[config.mk]
export PLATFORM = sky130hd
export DESIGN_NAME = fetch_unit_flat
export DESIGN_NICKNAME = d
export VERILOG_FILES = /design/src/rtl/cpu_pkg.sv /design/src/rtl/fetch_unit_if.sv /design/src/rtl/fetch_fifo.sv /design/src/rtl/fetch_unit.sv /design/src/flat_wrapper.sv
export SDC_FILE = /design/constraint.sdc
export NUM_CORES = 1
export LEC_CHECK = 0
export CORE_ASPECT_RATIO = 0.9
export CORE_MARGIN = 2
export CORE_UTILIZATION = 45
export CTS_CLUSTER_SIZE = 28
export DETAILED_ROUTE_END_ITERATION = 8
export GPL_ROUTABILITY_DRIVEN = 0
export GPL_TIMING_DRIVEN = 0
export PLACE_DENSITY = 0.86
export SYNTH_ARGS = -nofsm -noshare
export SYNTH_HDL_FRONTEND = slang
export SYNTH_SLANG_ARGS = --single-unit
[constraint.sdc]
create_clock -name CLK -period 3.8 [get_ports CLK]
set_clock_uncertainty 0.05 [all_clocks]
set_input_delay 0.76 -clock CLK [delete_from_list [all_inputs] [get_ports CLK]]
set_output_delay 0.76 -clock CLK [all_outputs]
set_load 0.005 [all_outputs]
[src/rtl/cpu_pkg.sv]
// Shared CPU definitions: fetch FSM encoding, fetch defaults and the
// fetch FIFO entry layout.
package cpu_pkg;

  typedef logic [31:0] word_t;

  typedef enum logic [1:0] {
    ST_IDLE  = 2'd0,
    ST_FETCH = 2'd1,
    ST_HALT  = 2'd2
  } fetch_state_e;

  localparam word_t      RESET_PC_DEF  = 32'h0000_0000;
  localparam word_t      HALT_WORD_DEF = 32'hFFFF_FFFF;
  localparam logic [1:0] FIFO_DEPTH    = 2'd2;

  // One buffered instruction: PC+4 in the upper half, the word below it.
  typedef struct packed {
    word_t pcplus4;
    word_t inst;
  } fetch_entry_t;

  // Byte address to instruction-memory word address.
  function automatic word_t word_addr(input word_t byte_addr);
    return byte_addr >> 2;
  endfunction

endpackage

[src/rtl/fetch_unit_if.sv]
// Instruction-memory request/response and IF/ID delivery signals of the
// fetch unit. master = fetch unit side, slave = memory / decode side.
interface fetch_unit_if;
  import cpu_pkg::*;

  logic  IMEM_REQ;
  word_t IMEM_ADDR;
  logic  IMEM_VALID;
  word_t IMEM_DATA;
  logic  OUT_VALID;
  logic  OUT_READY;
  word_t INST;
  word_t PCPLUS4;

  modport master (
    output IMEM_REQ, IMEM_ADDR, OUT_VALID, INST, PCPLUS4,
    input  IMEM_VALID, IMEM_DATA, OUT_READY
  );

  modport slave (
    input  IMEM_REQ, IMEM_ADDR, OUT_VALID, INST, PCPLUS4,
    output IMEM_VALID, IMEM_DATA, OUT_READY
  );

endinterface

[src/rtl/fetch_fifo.sv]
// Two-entry instruction buffer between memory responses and IF/ID.
// Push and pop on a full buffer both succeed; flush wins over everything.
module fetch_fifo
  import cpu_pkg::*;
(
  input  logic         clk,
  input  logic         rst_n,
  input  logic         flush,
  input  logic         push,
  input  fetch_entry_t push_data,
  input  logic         pop,
  output logic         valid,
  output fetch_entry_t head,
  output logic [1:0]   count
);

  fetch_entry_t mem_q [2];
  fetch_entry_t mem_d [2];
  logic         rd_q, rd_d;
  logic         wr_q, wr_d;
  logic [1:0]   cnt_q, cnt_d;
  logic         do_push;
  logic         do_pop;

  // Next-state: pointer/occupancy update, flush clears occupancy only.
  always_comb begin
    mem_d   = mem_q;
    rd_d    = rd_q;
    wr_d    = wr_q;
    cnt_d   = cnt_q;
    do_pop  = pop && (cnt_q != 2'd0);
    do_push = push && ((cnt_q != FIFO_DEPTH) || do_pop);
    if (flush) begin
      rd_d  = 1'b0;
      wr_d  = 1'b0;
      cnt_d = 2'd0;
    end else begin
      if (do_push) begin
        mem_d[wr_q] = push_data;
        wr_d        = ~wr_q;
      end
      if (do_pop) begin
        rd_d = ~rd_q;
      end
      cnt_d = cnt_q + {1'b0, do_push} - {1'b0, do_pop};
    end
  end

  // Storage and pointers; entries are cleared so the head reads 0 in reset.
  always_ff @(posedge clk or negedge rst_n) begin
    if (!rst_n) begin
      mem_q[0] <= '0;
      mem_q[1] <= '0;
      rd_q     <= 1'b0;
      wr_q     <= 1'b0;
      cnt_q    <= 2'd0;
    end else begin
      mem_q[0] <= mem_d[0];
      mem_q[1] <= mem_d[1];
      rd_q     <= rd_d;
      wr_q     <= wr_d;
      cnt_q    <= cnt_d;
    end
  end

  assign valid = (cnt_q != 2'd0);
  assign head  = mem_q[rd_q];
  assign count = cnt_q;

endmodule

[src/rtl/fetch_unit.sv]
// Instruction fetch unit: one outstanding memory read at a time, two-entry
// buffer toward IF/ID, branch redirect with late-response discard, halt on
// a designated instruction word.
module fetch_unit
  import cpu_pkg::*;
#(
  parameter logic [31:0] RESET_PC  = RESET_PC_DEF,
  parameter logic [31:0] HALT_WORD = HALT_WORD_DEF
) (
  input  logic         CLK,
  input  logic         RESET,
  input  logic         ENABLE,
  input  logic         REDIRECT,
  input  logic [31:0]  REDIRECT_PC,
  output logic         HALTED,
  fetch_unit_if.master bus
);

  fetch_state_e state_q, state_d;
  word_t        pc_q, pc_d;
  logic         out_q, out_d;
  logic         drop_q, drop_d;

  word_t        redir_pc;
  word_t        fetch_pc;
  logic         resp;
  logic         push;
  logic         halt_hit;
  logic         pop;
  logic         issue;
  logic [1:0]   free_slots;

  logic         fifo_valid;
  logic [1:0]   fifo_count;
  fetch_entry_t fifo_head;
  fetch_entry_t push_entry;

  // Request issue, response acceptance and next-state for PC/OUT/DROP/FSM.
  always_comb begin
    redir_pc = REDIRECT_PC & ~32'h0000_0003;
    // A response only counts while a request is outstanding.
    resp     = out_q && bus.IMEM_VALID;
    // A redirect discards a coincident response; DROP discards a stale one.
    push     = resp && !drop_q && !REDIRECT;
    halt_hit = push && (bus.IMEM_DATA == HALT_WORD);
    pop      = fifo_valid && bus.OUT_READY;
    // Slots free after this cycle's flush/pop, before counting a new push.
    free_slots = REDIRECT ? FIFO_DEPTH : (FIFO_DEPTH - fifo_count + {1'b0, pop});
    issue    = RESET && ENABLE && (state_q != ST_HALT) && !halt_hit &&
               (free_slots > {1'b0, out_q}) && (!out_q || bus.IMEM_VALID);
    fetch_pc = REDIRECT ? redir_pc : pc_q;

    // The response's PC+4 is the current PC: PC advanced by 4 when it issued.
    push_entry.pcplus4 = pc_q;
    push_entry.inst    = bus.IMEM_DATA;

    pc_d = pc_q;
    if (issue) begin
      pc_d = fetch_pc + 32'd4;
    end else if (REDIRECT) begin
      pc_d = redir_pc;
    end

    out_d = out_q;
    if (issue) begin
      out_d = 1'b1;
    end else if (resp) begin
      out_d = 1'b0;
    end

    drop_d = drop_q;
    if (resp) begin
      drop_d = 1'b0;
    end else if (REDIRECT && out_q) begin
      drop_d = 1'b1;
    end

    state_d = state_q;
    case (state_q)
      ST_IDLE:  if (ENABLE) state_d = ST_FETCH;
      ST_FETCH: if (halt_hit) state_d = ST_HALT;
      ST_HALT:  if (REDIRECT) state_d = ST_FETCH;
      default:  state_d = ST_IDLE;
    endcase
    if (halt_hit) begin
      state_d = ST_HALT;
    end
  end

  // Control registers; a reset abandons any outstanding request.
  always_ff @(posedge CLK or negedge RESET) begin
    if (!RESET) begin
      state_q <= ST_IDLE;
      pc_q    <= RESET_PC;
      out_q   <= 1'b0;
      drop_q  <= 1'b0;
    end else begin
      state_q <= state_d;
      pc_q    <= pc_d;
      out_q   <= out_d;
      drop_q  <= drop_d;
    end
  end

  fetch_fifo u_fifo (
    .clk       (CLK),
    .rst_n     (RESET),
    .flush     (REDIRECT),
    .push      (push),
    .push_data (push_entry),
    .pop       (pop),
    .valid     (fifo_valid),
    .head      (fifo_head),
    .count     (fifo_count)
  );

  assign bus.IMEM_REQ  = issue;
  assign bus.IMEM_ADDR = issue ? word_addr(fetch_pc) : 32'h0;
  assign bus.OUT_VALID = fifo_valid;
  assign bus.INST      = fifo_head.inst;
  assign bus.PCPLUS4   = fifo_head.pcplus4;
  assign HALTED        = (state_q == ST_HALT);

endmodule
[src/flat_wrapper.sv]
// flat-port wrapper written by rule: the top's interface ports become plain ports
module fetch_unit_flat import cpu_pkg::*;
#(
  parameter logic [31:0] RESET_PC  = RESET_PC_DEF,
  parameter logic [31:0] HALT_WORD = HALT_WORD_DEF
)
  (CLK, RESET, ENABLE, REDIRECT, REDIRECT_PC, HALTED, bus_IMEM_REQ, bus_IMEM_ADDR, bus_OUT_VALID, bus_INST, bus_PCPLUS4, bus_IMEM_VALID, bus_IMEM_DATA, bus_OUT_READY);
  fetch_unit_if bus_i ();
  input  logic CLK;
  input  logic RESET;
  input  logic ENABLE;
  input  logic REDIRECT;
  input  logic [31:0] REDIRECT_PC;
  output logic HALTED;
  output wire logic [$bits(bus_i.IMEM_REQ)-1:0] bus_IMEM_REQ;
  output wire logic [$bits(bus_i.IMEM_ADDR)-1:0] bus_IMEM_ADDR;
  output wire logic [$bits(bus_i.OUT_VALID)-1:0] bus_OUT_VALID;
  output wire logic [$bits(bus_i.INST)-1:0] bus_INST;
  output wire logic [$bits(bus_i.PCPLUS4)-1:0] bus_PCPLUS4;
  input wire logic [$bits(bus_i.IMEM_VALID)-1:0] bus_IMEM_VALID;
  input wire logic [$bits(bus_i.IMEM_DATA)-1:0] bus_IMEM_DATA;
  input wire logic [$bits(bus_i.OUT_READY)-1:0] bus_OUT_READY;
  assign bus_IMEM_REQ = bus_i.IMEM_REQ;
  assign bus_IMEM_ADDR = bus_i.IMEM_ADDR;
  assign bus_OUT_VALID = bus_i.OUT_VALID;
  assign bus_INST = bus_i.INST;
  assign bus_PCPLUS4 = bus_i.PCPLUS4;
  assign bus_i.IMEM_VALID = bus_IMEM_VALID;
  assign bus_i.IMEM_DATA = bus_IMEM_DATA;
  assign bus_i.OUT_READY = bus_OUT_READY;
  fetch_unit #(.RESET_PC(RESET_PC), .HALT_WORD(HALT_WORD)) u_core (.CLK(CLK), .RESET(RESET), .ENABLE(ENABLE), .REDIRECT(REDIRECT), .REDIRECT_PC(REDIRECT_PC), .HALTED(HALTED), .bus(bus_i));
endmodule
After elaboration in Yosys (flattened, before gate mapping). Index checks and enable logic that the tools add are counted.

Register bits: 168. Input port bits: 70. Output and inout bits: 99.

Add/sub/neg operators: 5. Order comparisons: 4. Equal/unequal tests: 8. Multiplexer cells: 23. Bitwise operators: 5. Reduce and logical (&&, ||, !) cells: 28.

Operators with widths (number): $mux 64 (4); $bwmux 128 (1); $demux 64 s1 (1); $mux 32 (2); $add 32x3->32 const B (1); $eq 32x32->1 const B (1); $mux 30 (1); $logic_and 1x1->1 (14); $mux 2 (5); $reduce_bool 2->1 (5); $mux 1 (8); $ne 3x2->1 const B (2); $pmux 2 s3 (1); $add 2x1->2 (2); $ge 2x2->1 const B (2); $logic_not 1->1 (4); $ne 2x2->1 const B (2); $not 1->2 (2); $not 1->1 (3); $reduce_and 3->1 (1); $eq 2x1->1 const B (1); $eq 2x2->1 const B (1); $gt 2x1->1 (1); $logic_not 2->1 (1); other kinds (6) (7).

Logic depth before layout (Yosys ltp).
Word-level depth: 9. Mapped depth: 14.

Hierarchy. Synthesis repeated with hierarchy kept, for this count alone.

Cell total of the unflattened synthesis: 639. Area total of the unflattened synthesis: 8519.4 um2.

Modules (own cells, without submodules): fetch_fifo (times used 1, cells each 365, area an instance 6038.3 um2, sequential area each 3303.2 um2); fetch_unit (times used 1, cells each 274, area an instance 2481.1 um2, sequential area each 850.8 um2).

Worst setup path after synthesis. No wires, ideal clock.

Path kind: input -> output. From: in REDIRECT. To: out bus_IMEM_ADDR[0]. Arrival: 3.264 ns. Required time: 2.990 ns. Setup slack: -0.274 ns. Cell stages on the path: 13. Buffers on the path: 6. Cells stage by stage: buf_6 buf_4 buf_2 buf_2 clkbuf_1 or2_2 ha_1 o21bai_1 o2111a_1 nand3_1 inv_2 clkbuf_1 ha_1.

Word-level cells in the longest chain between the ends: 8.

RTL lines: from (decl) (line flat_wrapper.sv:12) `input logic REDIRECT;`; parallel branches: the longest is 5 deep, another holds $gt 2x1->1; $logic_and 1x1->1 (*) (line fetch_unit.sv:49) `issue = RESET && ENABLE && (state_q != ST_HALT) && !halt_hit &&`; $logic_and 1x1->1 (*) (line fetch_unit.sv:50) `(free_slots > {1'b0, out_q}) && (!out_q || bus.IMEM_VALID);`; via bus_IMEM_REQ (line flat_wrapper.sv:15) `output wire logic [$bits(bus_i.IMEM_REQ)-1:0] bus_IMEM_REQ;`; $mux 30 (*) (line fetch_unit.sv:118) `assign bus.IMEM_ADDR = issue ? word_addr(fetch_pc) : 32'h0;`; to (decl) (line flat_wrapper.sv:16) `output wire logic [$bits(bus_i.IMEM_ADDR)-1:0] bus_IMEM_ADDR;`.

Mark *: on every way through the listed nets, which the timed path passes.

Worst setup path in the final report.
From: reg u_core.u_fifo.cnt_q[1], in the netlist u_core.u_fifo.count[1]. To: out bus_IMEM_ADDR[19].

Word-level cells in the longest chain between the ends: 8.

RTL lines: from (decl) (line fetch_fifo.sv:21) `logic [1:0] cnt_q, cnt_d;`; from (signal assigned) (line fetch_fifo.sv:62) `cnt_q <= cnt_d;`; parallel branches: the longest is 2 deep, another holds $sub 2x2->2; $add 2x1->2 (*) (line fetch_unit.sv:48) `free_slots = REDIRECT ? FIFO_DEPTH : (FIFO_DEPTH - fifo_count + {1'b0, pop});`; $mux 2 (*) (line fetch_unit.sv:48); $gt 2x1->1 (*) (line fetch_unit.sv:50); $logic_and 1x1->1 (*) (line fetch_unit.sv:49); $logic_and 1x1->1 (*) (line fetch_unit.sv:50); $mux 30 (*) (line fetch_unit.sv:118).

Mark *: on every way between the ends.

==> flow_summary.toml <==
[outcome]
outcome = "completed"

[pwr]
combPwrFrac = 0.392
pwr-share-seq = 0.358
clockPowerShare = 0.250
powerDensity_mw_per_mm2 = 669.8
internal-power_mw = 5.243
power_mw = 7.240
vdd_drop_max_v = 0.0003896
total_leakage_power_nw = 4.758
p_sw_mw = 1.997
switching_share = 0.2759

[clocking]
cts.clk_slew.worst_paths_ps = 60
clockBufferDepth = 2
cts.htree.levels = 4
cts.sinks = 162
cts_root_buffer = "clkbuf_16"
clk_latency_ps = 420
cts_made_buffers = 17
cts_tree = "done"

[global_route]
overflow = 0
grt_pass1_vias = 6050
antenna_found_initial = 0
grt_pass1_wl_mm = 31.17
grt_start_max_net_pins = 115
grt_util_all_layers = 0.2175

[routing]
drt-initial-drc-count = 273
wl_met1_mm = 9.063
drc_errors = 0
firstDrtPassIters = 5
met3_wirelength_mm = 1.151
wire_per_inst_microns = 18.67
topRoutingLayerUsed = "met4"
ant_nets = 0
met2RoutedLength_mm = 9.718
vias = 5761
finalWirelength_mm = 20.14
drt-vias-per-instance = 5.339

[logic_synthesis]
synth.top_cell.area_share = 0.5117
synth_edf_count = 0
yosysUniqueCellTypes = 52
synth_seq_cells = 162
synth_area_sq_mm = 0.007923
ys_seq_area_frac = 0.5117
synthTopCellsByArea = "dfrtp_1 51%, mux2_2 26%, mux2i_1 2.7%"
syn_avg_cell_area_sq_um = 12.74
yosysWarnings = 0
synth-main-ff-cell = "dfrtp_1"
async_reset_ff_frac = 1.000
synth_area_leader_cell = "dfrtp_1"
syn-instance-count = 622

[critical_path]
cp.required_ps = 2990
r2r_end = "u_core.pc_q[28]"
crit_chain = "or2_4, nand2_4, ha_4, or2_4, ha_4, o21bai_1, o2111a_2, nand3_4, buf_12, buf_12, buf_6, nor2_2, buf_2"
end_kind = "primary output"
rr_startpoint = "u_core.u_fifo.count[1]"
max_stage_delay_ps = 400
critPathLaunchType = "flop"
critical_path_arrival_ps = 2940
path_max_fanout = 5
crit_type = "reg -> out"
reg2regPathDepth = 14
worst_path_max_delay_cell = "dfrtp_1"
crit_end = "bus_IMEM_ADDR[19]"
ff2ff_setup_slack_ps = 370
cp-startpoint = "u_core.u_fifo.count[1]"

[cells_and_area]
multi_input_area_sq_mm = 0.003841
filler_cell_count = 1364
final_layout_size_suffix_gt1_frac = 0.3969
final-seq-area_sq_mm = 0.004054
area_delta_synth_final_pct = 36.43
num_antenna_cells = 0
post-route-cell-area_sq_mm = 0.01081
num-nets-final = 901

[sta]
final_max_slew_viol_count = 0
tightest_slew_ps = 818.4
rsz0062_at_grt = "yes"
hold_viol = 0
maxSlewHeadroom = 0.4544
setup_viol = 0
fin_crit_ps = 3748
max_clock_freq_mhz = 266.8
min_period_over_period = 0.9862

[flow_run]
maxCapViolations = 0

[place]
numPortBuffers = 162
postPlaceCellArea_sq_mm = 0.009990
dp_hpwl_mm = 13.78

[min_path]
hp-class = "in -> async"

[floorplanning]
die_y_microns = 129.9
design.portCount = 169
die_w_microns = 143.9
dieArea_sq_mm = 0.01869
num_rows = 46
start_util = 0.4543
core_area_sq_mm = 0.01744
synthesized netlist by cell type (4+ instances only):
cell type / number
and2_1: 4
dfrtp_1: 162
buf_2: 12
nor2_1: 40
ha_1: 5
buf_4: 5
nor4_1: 5
a21oi_1: 11
nand3_1: 15
xnor2_1: 18
clkbuf_1: 10
nor2b_1: 7
xor2_1: 13
mux2_1: 9
nand2b_1: 8
nand4_1: 14
buf_1: 9
mux2i_1: 21
mux2_2: 181
nand2_1: 23
registers in the layout, indices dropped and copies added (netlist names):
register / count
u_core.u_fifo.count: 2
u_core.u_fifo.wr_q: 1
u_core.out_q: 1
u_core.pc_q: 30
u_core.u_fifo.mem_q: 124
u_core.drop_q: 1
u_core.state_q: 2
u_core.u_fifo.rd_q: 1
stage by stage:
| step | setup TNS [ps] | instances | utilization | setup slack, ps | hold WS [ps] |
|---|---|---|---|---|---|
| after detailed placement | -70560 | 1028 | 0.5728 | -1597 | 422.0 |
| final | 0 | 1079 | 0.6198 | 52.47 | 193.3 |
| after CTS | -29.10 | 1074 | 0.6167 | -15.68 | 196.5 |
| after floorplan | 0 | 625 | - | 17.63 | 404.1 |
| after global placement | -1085120 | 1027 | 0.5710 | -5714 | 412.7 |
| after global routing | -161.1 | 1079 | 0.6198 | -50.48 | 205.7 |
placed cells by master, fill, tap and decap left out, drive strengths merged, types with 3 or more instances in the layout:
cell	instances
dfrtp	162
nand4b	3
and3	3
mux2i	21
nand2	23
clkinv	6
clkdlybuf4s50	128
nor2b	7
nor4	8
bufinv	4
nor2	40
buf	72
nand3	16
ha	5
xor2	13
and2	4
o21ai	3
nor3b	3
conb	4
nand4	14
or2	3
clkbuf	34
nand2b	8
inv	5
nor3	4
mux2	190
a21oi	12
xnor2	18
a32o	3
a21boi	3
how the worst min path moves through the flow:
stage,depth (start not counted),slack (ps),endpoint
floorplan,1,400,u_core.u_fifo.mem_q[112]
finish,1,190,u_core.u_fifo.mem_q[19]
detailed placement,1,420,u_core.u_fifo.mem_q[123]
CTS,1,200,u_core.u_fifo.mem_q[70]
global placement,1,410,u_core.u_fifo.mem_q[112]
global route,1,210,u_core.u_fifo.mem_q[22]
power groups by stage:
stage	Combinational [mW]	Clock (mW)	Sequential, mW
2_1_floorplan	1.40	0	2.52
3_3_place_gp	2.66	0	2.59
3_5_place_dp	2.70	0	2.62
4_1_cts	2.81	1.84	2.59
5_1_grt	3.05	1.92	2.67
6_report	2.84	1.81	2.60
routing by layer:
layer / global-route usage / up-vias
li1: - / 2623
met1: 0.2919 / 2929
met2: 0.3597 / 191
met3: 0.04807 / 18
met4: 0.05882 / 0
met5: 0 / -
what timing repair did:
item / CTS / global route
hold endpoints to repair: 0 / 0
resized for setup: 131 / 28
endpoints found under the setup margin: 55 / 30
hold buffers: 0 / 0
cloned: 2 / 0
buffers inserted: 17 / 5
pin swaps: 4 / 8
critical path: cells and delay by family, from the launching register on:
kind                       cells  cell delay, ps
adders and majority gates      2             410
and+or+nand+nor                5             780
DFF                            1             400
AOI/OAI and AO/OA              2             400
buffers and inverters          4             540
cell families (layout without fill, tap and decap cells):
logic type,count (synthesis),count (layout),share of synthesized area
AO/OA/AOI/OAI,31,31,0.02748
flip-flops,162,162,0.5117
AND/OR/NAND/NOR,141,141,0.09744
multiplexers,211,211,0.2966
other,1,4,0.0004733
buffers and inverters,40,254,0.02416
XOR/XNOR,31,31,0.03427
adder cells (fa/ha/maj),5,5,0.007896
cell type report:
type / instances / share of cell area
multi-input combinational: 423 / 0.3554
timing repair buffer: 187 / 0.1644
clock inverter: 14 / 0.01725
clock buffer: 18 / 0.03970
sequential: 162 / 0.3750
buffer: 32 / 0.01875
inverter: 3 / 0.001736
tap: 240 / 0.02778
(Power assumes the default switching activity.)
==> RTL change 1: new RTL, config.mk and constraints unchanged <==
Re-encode `fetch_state_e` (3 states) as one-hot, 3 bits wide.
--- a/src/rtl/cpu_pkg.sv
+++ b/src/rtl/cpu_pkg.sv
@@ -4,10 +4,10 @@
 
   typedef logic [31:0] word_t;
 
-  typedef enum logic [1:0] {
-    ST_IDLE  = 2'd0,
-    ST_FETCH = 2'd1,
-    ST_HALT  = 2'd2
+  typedef enum logic [2:0] {
+    ST_IDLE  = 3'b001,
+    ST_FETCH = 3'b010,
+    ST_HALT  = 3'b100
   } fetch_state_e;
 
   localparam word_t      RESET_PC_DEF  = 32'h0000_0000;
Function: same outputs for any inputs over 4 cycles, from zero or initial values and one cycle with RESET low; so few cycles prove little.
==> RTL change 1 against the unedited design <==
- the flow now finishes with violations (negative setup slack)
- die area grew 3.0%
- power shrank 1.6%
- wire length grew 11%
- synthesized cell count grew 2.6%
- design area grew 3.9%
- clock power shrank 5%
- area after synthesis grew 3.1%
- maximum frequency shrank 5.7%
- sequential cell count grew 1
- worst setup slack lost 230 ps
- largest cell class is now multi-input combinational cells
- largest power group unchanged
==> RTL change 1: results (changes against the unedited design) <==
status:
  status: "finished with violations"
  violations: "negative setup slack"
synth:
  synth_cell_type_count: 55  # +5.8%
  synth_area_leaders: "dfrtp_1 50%, mux2_2 26%, mux2i_1 3.6%, xor2_1 2.5%, nor2_1 1.9%"
  syn_inst: 638  # +2.6%
  ys_top_cells_by_count: "187 x mux2_2, 162 x dfrtp_1, 42 x nor2_1"
  yosysSeqAreaShare: 0.500  # -0.0121
power:
  p_seq_mw: 2.65  # +2%
  p_int_mw: 5.08  # -3.2%
  p_leak_nw: 4.92  # +3.4%
  ir_drop_mv: 0.334  # -14%
  clockPowerShare: 0.241  # -0.009
detailed_routing:
  vias: 6032  # +4.7%
  drt_iter0_drc: 373  # +37%
  drt-total-wl_um: 22400  # +11%
  wl_met2_um: 11100  # +15%
  highest_layer: "met4"
  wl_met3_um: 1280  # +11%
  wl_met1_um: 9710  # +7.1%
placement:
  numPortBuffers: 162  # unchanged
  placed_cell_area_mm2: 0.0103  # +3.1%
  placed_cells: 1044  # +1.6%
  dp_hpwl_um: 15000  # +8.7%
setup_path:
  crit_path_max_fanout: 10  # +5
  crit_slowest_cell: "a311oi_4"
  crit_end: "bus_IMEM_ADDR[27]"
  cp_top_family: "buffers and inverters"
  r2r_cells: 13  # -1
  cpPeakStageDelay_ps: 370  # -30 ps
  rrSetupSlack_ps: 400  # +30 ps
  required_ps: 2990  # about the same
  r2r_end: "u_core.pc_q[18]"
  cp-startpoint: "REDIRECT"
finish:
  reg_top3: "u_core.u_fifo.mem_q (124), u_core.pc_q (30), u_core.state_q (3)"
  nets: 923  # +2.4%
  final_cells: 1101  # +2.0%
  drive_above_1_share: 0.418  # +0.0212
  fillCellCount: 1387  # +1.7%
global_routing:
  grt_pass1_wl_um: 35500  # +14%
  grtUsageMet2: 0.391  # +0.0313
  grtUsageMet3: 0.0505  # +0.00245
  first_global_vias: 6522  # +7.8%
  grt_usage: 0.235  # +0.0176
  grt_start_max_net_pins: 86  # -25%
  grtUsageMet1: 0.316  # +0.0245
sta:
  slew_headroom: 0.528  # +0.0733
  fin_ws_ps: -173  # -226 ps
  setup_viol: 30  # +30
hold_path:
  hp-class: "input pin to asynchronous set/reset pin"
clock_network:
  ctsResizeCount: 191  # +46%
  cts_setup_buffers: 19  # +2
  numCtsBuffers: 17  # unchanged
  path_clk_slew_ps: 70
  htreeDepth: 4  # unchanged
  clock_latency_ps: 420  # about the same
==> RTL change 1: final cells by class <==
type / instances / area [µm²] / area share
multi-input combinational: 437 / 4160 / 0.370
tap: 240 / 300 / 0.0267
inverter: 4 / 20.0 / 0.00178
timing repair buffer: 191 / 1850 / 0.164
clock inverter: 15 / 158 / 0.0140
clock buffer: 17 / 425 / 0.0379
buffer: 34 / 248 / 0.0221
sequential: 163 / 4080 / 0.363
==> RTL change 1: per-stage QoR <==
step	power, mW	setup TNS, ps	worst slack (ps)	hold WS, ps
finish	7.12	-2340	-173	247
global route	7.49	-5640	-289	297
CTS	7.12	-2230	-142	288
detailed placement	5.27	-66640	-1590	420
global placement	5.18	-1117470	-6110	410
floorplan	3.92	0	2.97	394
==> RTL change 1: cells by family after synthesis <==
group	share of synthesized area
muxes	0.293
DFF	0.500
and+or+nand+nor	0.105
buffers and inverters	0.0270
xor gates and xnor gates	0.0365
AOI/OAI and AO/OA	0.0302
adders and majority gates	0.00766
other	0.000459
==> RTL change 2: new RTL, same settings <==
Without the edit above. Make the reset (`RESET` and `rst_n`) synchronous in 2 clocked blocks.
--- a/src/rtl/fetch_fifo.sv
+++ b/src/rtl/fetch_fifo.sv
@@ -47,7 +47,7 @@
   end
 
   // Storage and pointers; entries are cleared so the head reads 0 in reset.
-  always_ff @(posedge clk or negedge rst_n) begin
+  always_ff @(posedge clk) begin
     if (!rst_n) begin
       mem_q[0] <= '0;
       mem_q[1] <= '0;
--- a/src/rtl/fetch_unit.sv
+++ b/src/rtl/fetch_unit.sv
@@ -88,7 +88,7 @@
   end
 
   // Control registers; a reset abandons any outstanding request.
-  always_ff @(posedge CLK or negedge RESET) begin
+  always_ff @(posedge CLK) begin
     if (!RESET) begin
       state_q <= ST_IDLE;
       pc_q    <= RESET_PC;
Behaviour: differs if RESET is asserted again (counterexample within 4 cycles, from zero or initial values and one cycle with RESET low); with RESET held inactive, the same outputs for 4 cycles.
==> RTL change 2 against the unedited design <==
- highest routed layer unchanged
- area after synthesis about the same
- wire length grew 21%
- via count is 33% higher
- design area decreased by 1.3%
- worst setup slack worse by 24 ps
- hold slack improved by 220 ps
- cell count increased by 28%
- sequential cell count is the same
Power is not compared: it rests on default switching activity, and its combinational part moved more than twofold at a synthesized area within 25%.
==> RTL change 2: results (changes against the unedited design) <==
status:
  status: "complete, no violations"
setup_path:
  cp.arrival_ps: 2960  # +20 ps
  cp_top_family: "buffers and inverters"
  crit_path_max_fanout: 13  # +8
  cpPeakStageDelay_ps: 530  # +130 ps
  cp-startpoint: "bus_IMEM_DATA[2]"
  r2r_cells: 12  # -2
  r2r_start: "u_core.u_fifo.count[0]"
synth:
  synth_flop_cell: "dfxtp_1"
  ys_async_sr_fraction: 0  # -1.00
  yosysSeqAreaShare: 0.410  # -0.102
  synth.avg_cell_area_um2: 8.39  # -34%
finish:
  multi_input_area_share: 0.422  # +0.0669
  n_all_buffers: 236  # +7.8%
  num-multi-input-gates: 708  # +67%
  clock_cell_area_share: 0.0564  # -0.000535
  multi_input_area_mm2: 0.00450  # +17%
  layout.nonclk_buf_frac: 0.186  # +0.00254
detailed_routing:
  drt-pass1-iter-count: 7  # +2
  drt-total-wl_um: 24400  # +21%
sta:
  worst_pin_slew_ps: 939  # +120 ps
placement:
  placed_cell_area_mm2: 0.00993  # -0.61%
  dp_slack_ps: -935  # +662 ps
  dp_hpwl_um: 17400  # +26%
global_routing:
  grt_start_max_net_pins: 38  # -67%
  grt_usage: 0.260  # +0.0428
RTL change 2: where the power goes:
group / leakage (nW) / switching [mW] / internal [mW]
clock: 0.297 / 0.682 / 1.07
sequential: 1.31 / 0.0331 / 1.73
combinational: 2.29 / 0.210 / 0.207
total: 3.90 / 0.925 / 3.01
RTL change 2: what timing repair did:
action / CTS / global route
cloned: 1 / 0
gates resized for setup: 86 / 39
pin swaps: 4 / 4
endpoints found under the setup margin: 31 / 30
buffers inserted: 9 / 3
RTL change 2: worst register-to-register path, stage by stage, from the launching register on:
cell	delay [ps]
dfxtp_2	340
or2_4	240
nand2_2	70
ha_1	220
or2_4	240
ha_4	240
nor2_4	90
o311ai_4	130
buf_4	180
nor3_1	530
nand3_1	250
or3_1	350
and3_1	170
RTL change 2: routing by layer:
| layer | GRT usage | wire [µm] |
|---|---|---|
| met5 | 0 | 0 |
| met4 | 0.112 | 966 |
| met3 | 0.0635 | 2180 |
| met2 | 0.422 | 11200 |
| met1 | 0.332 | 10100 |
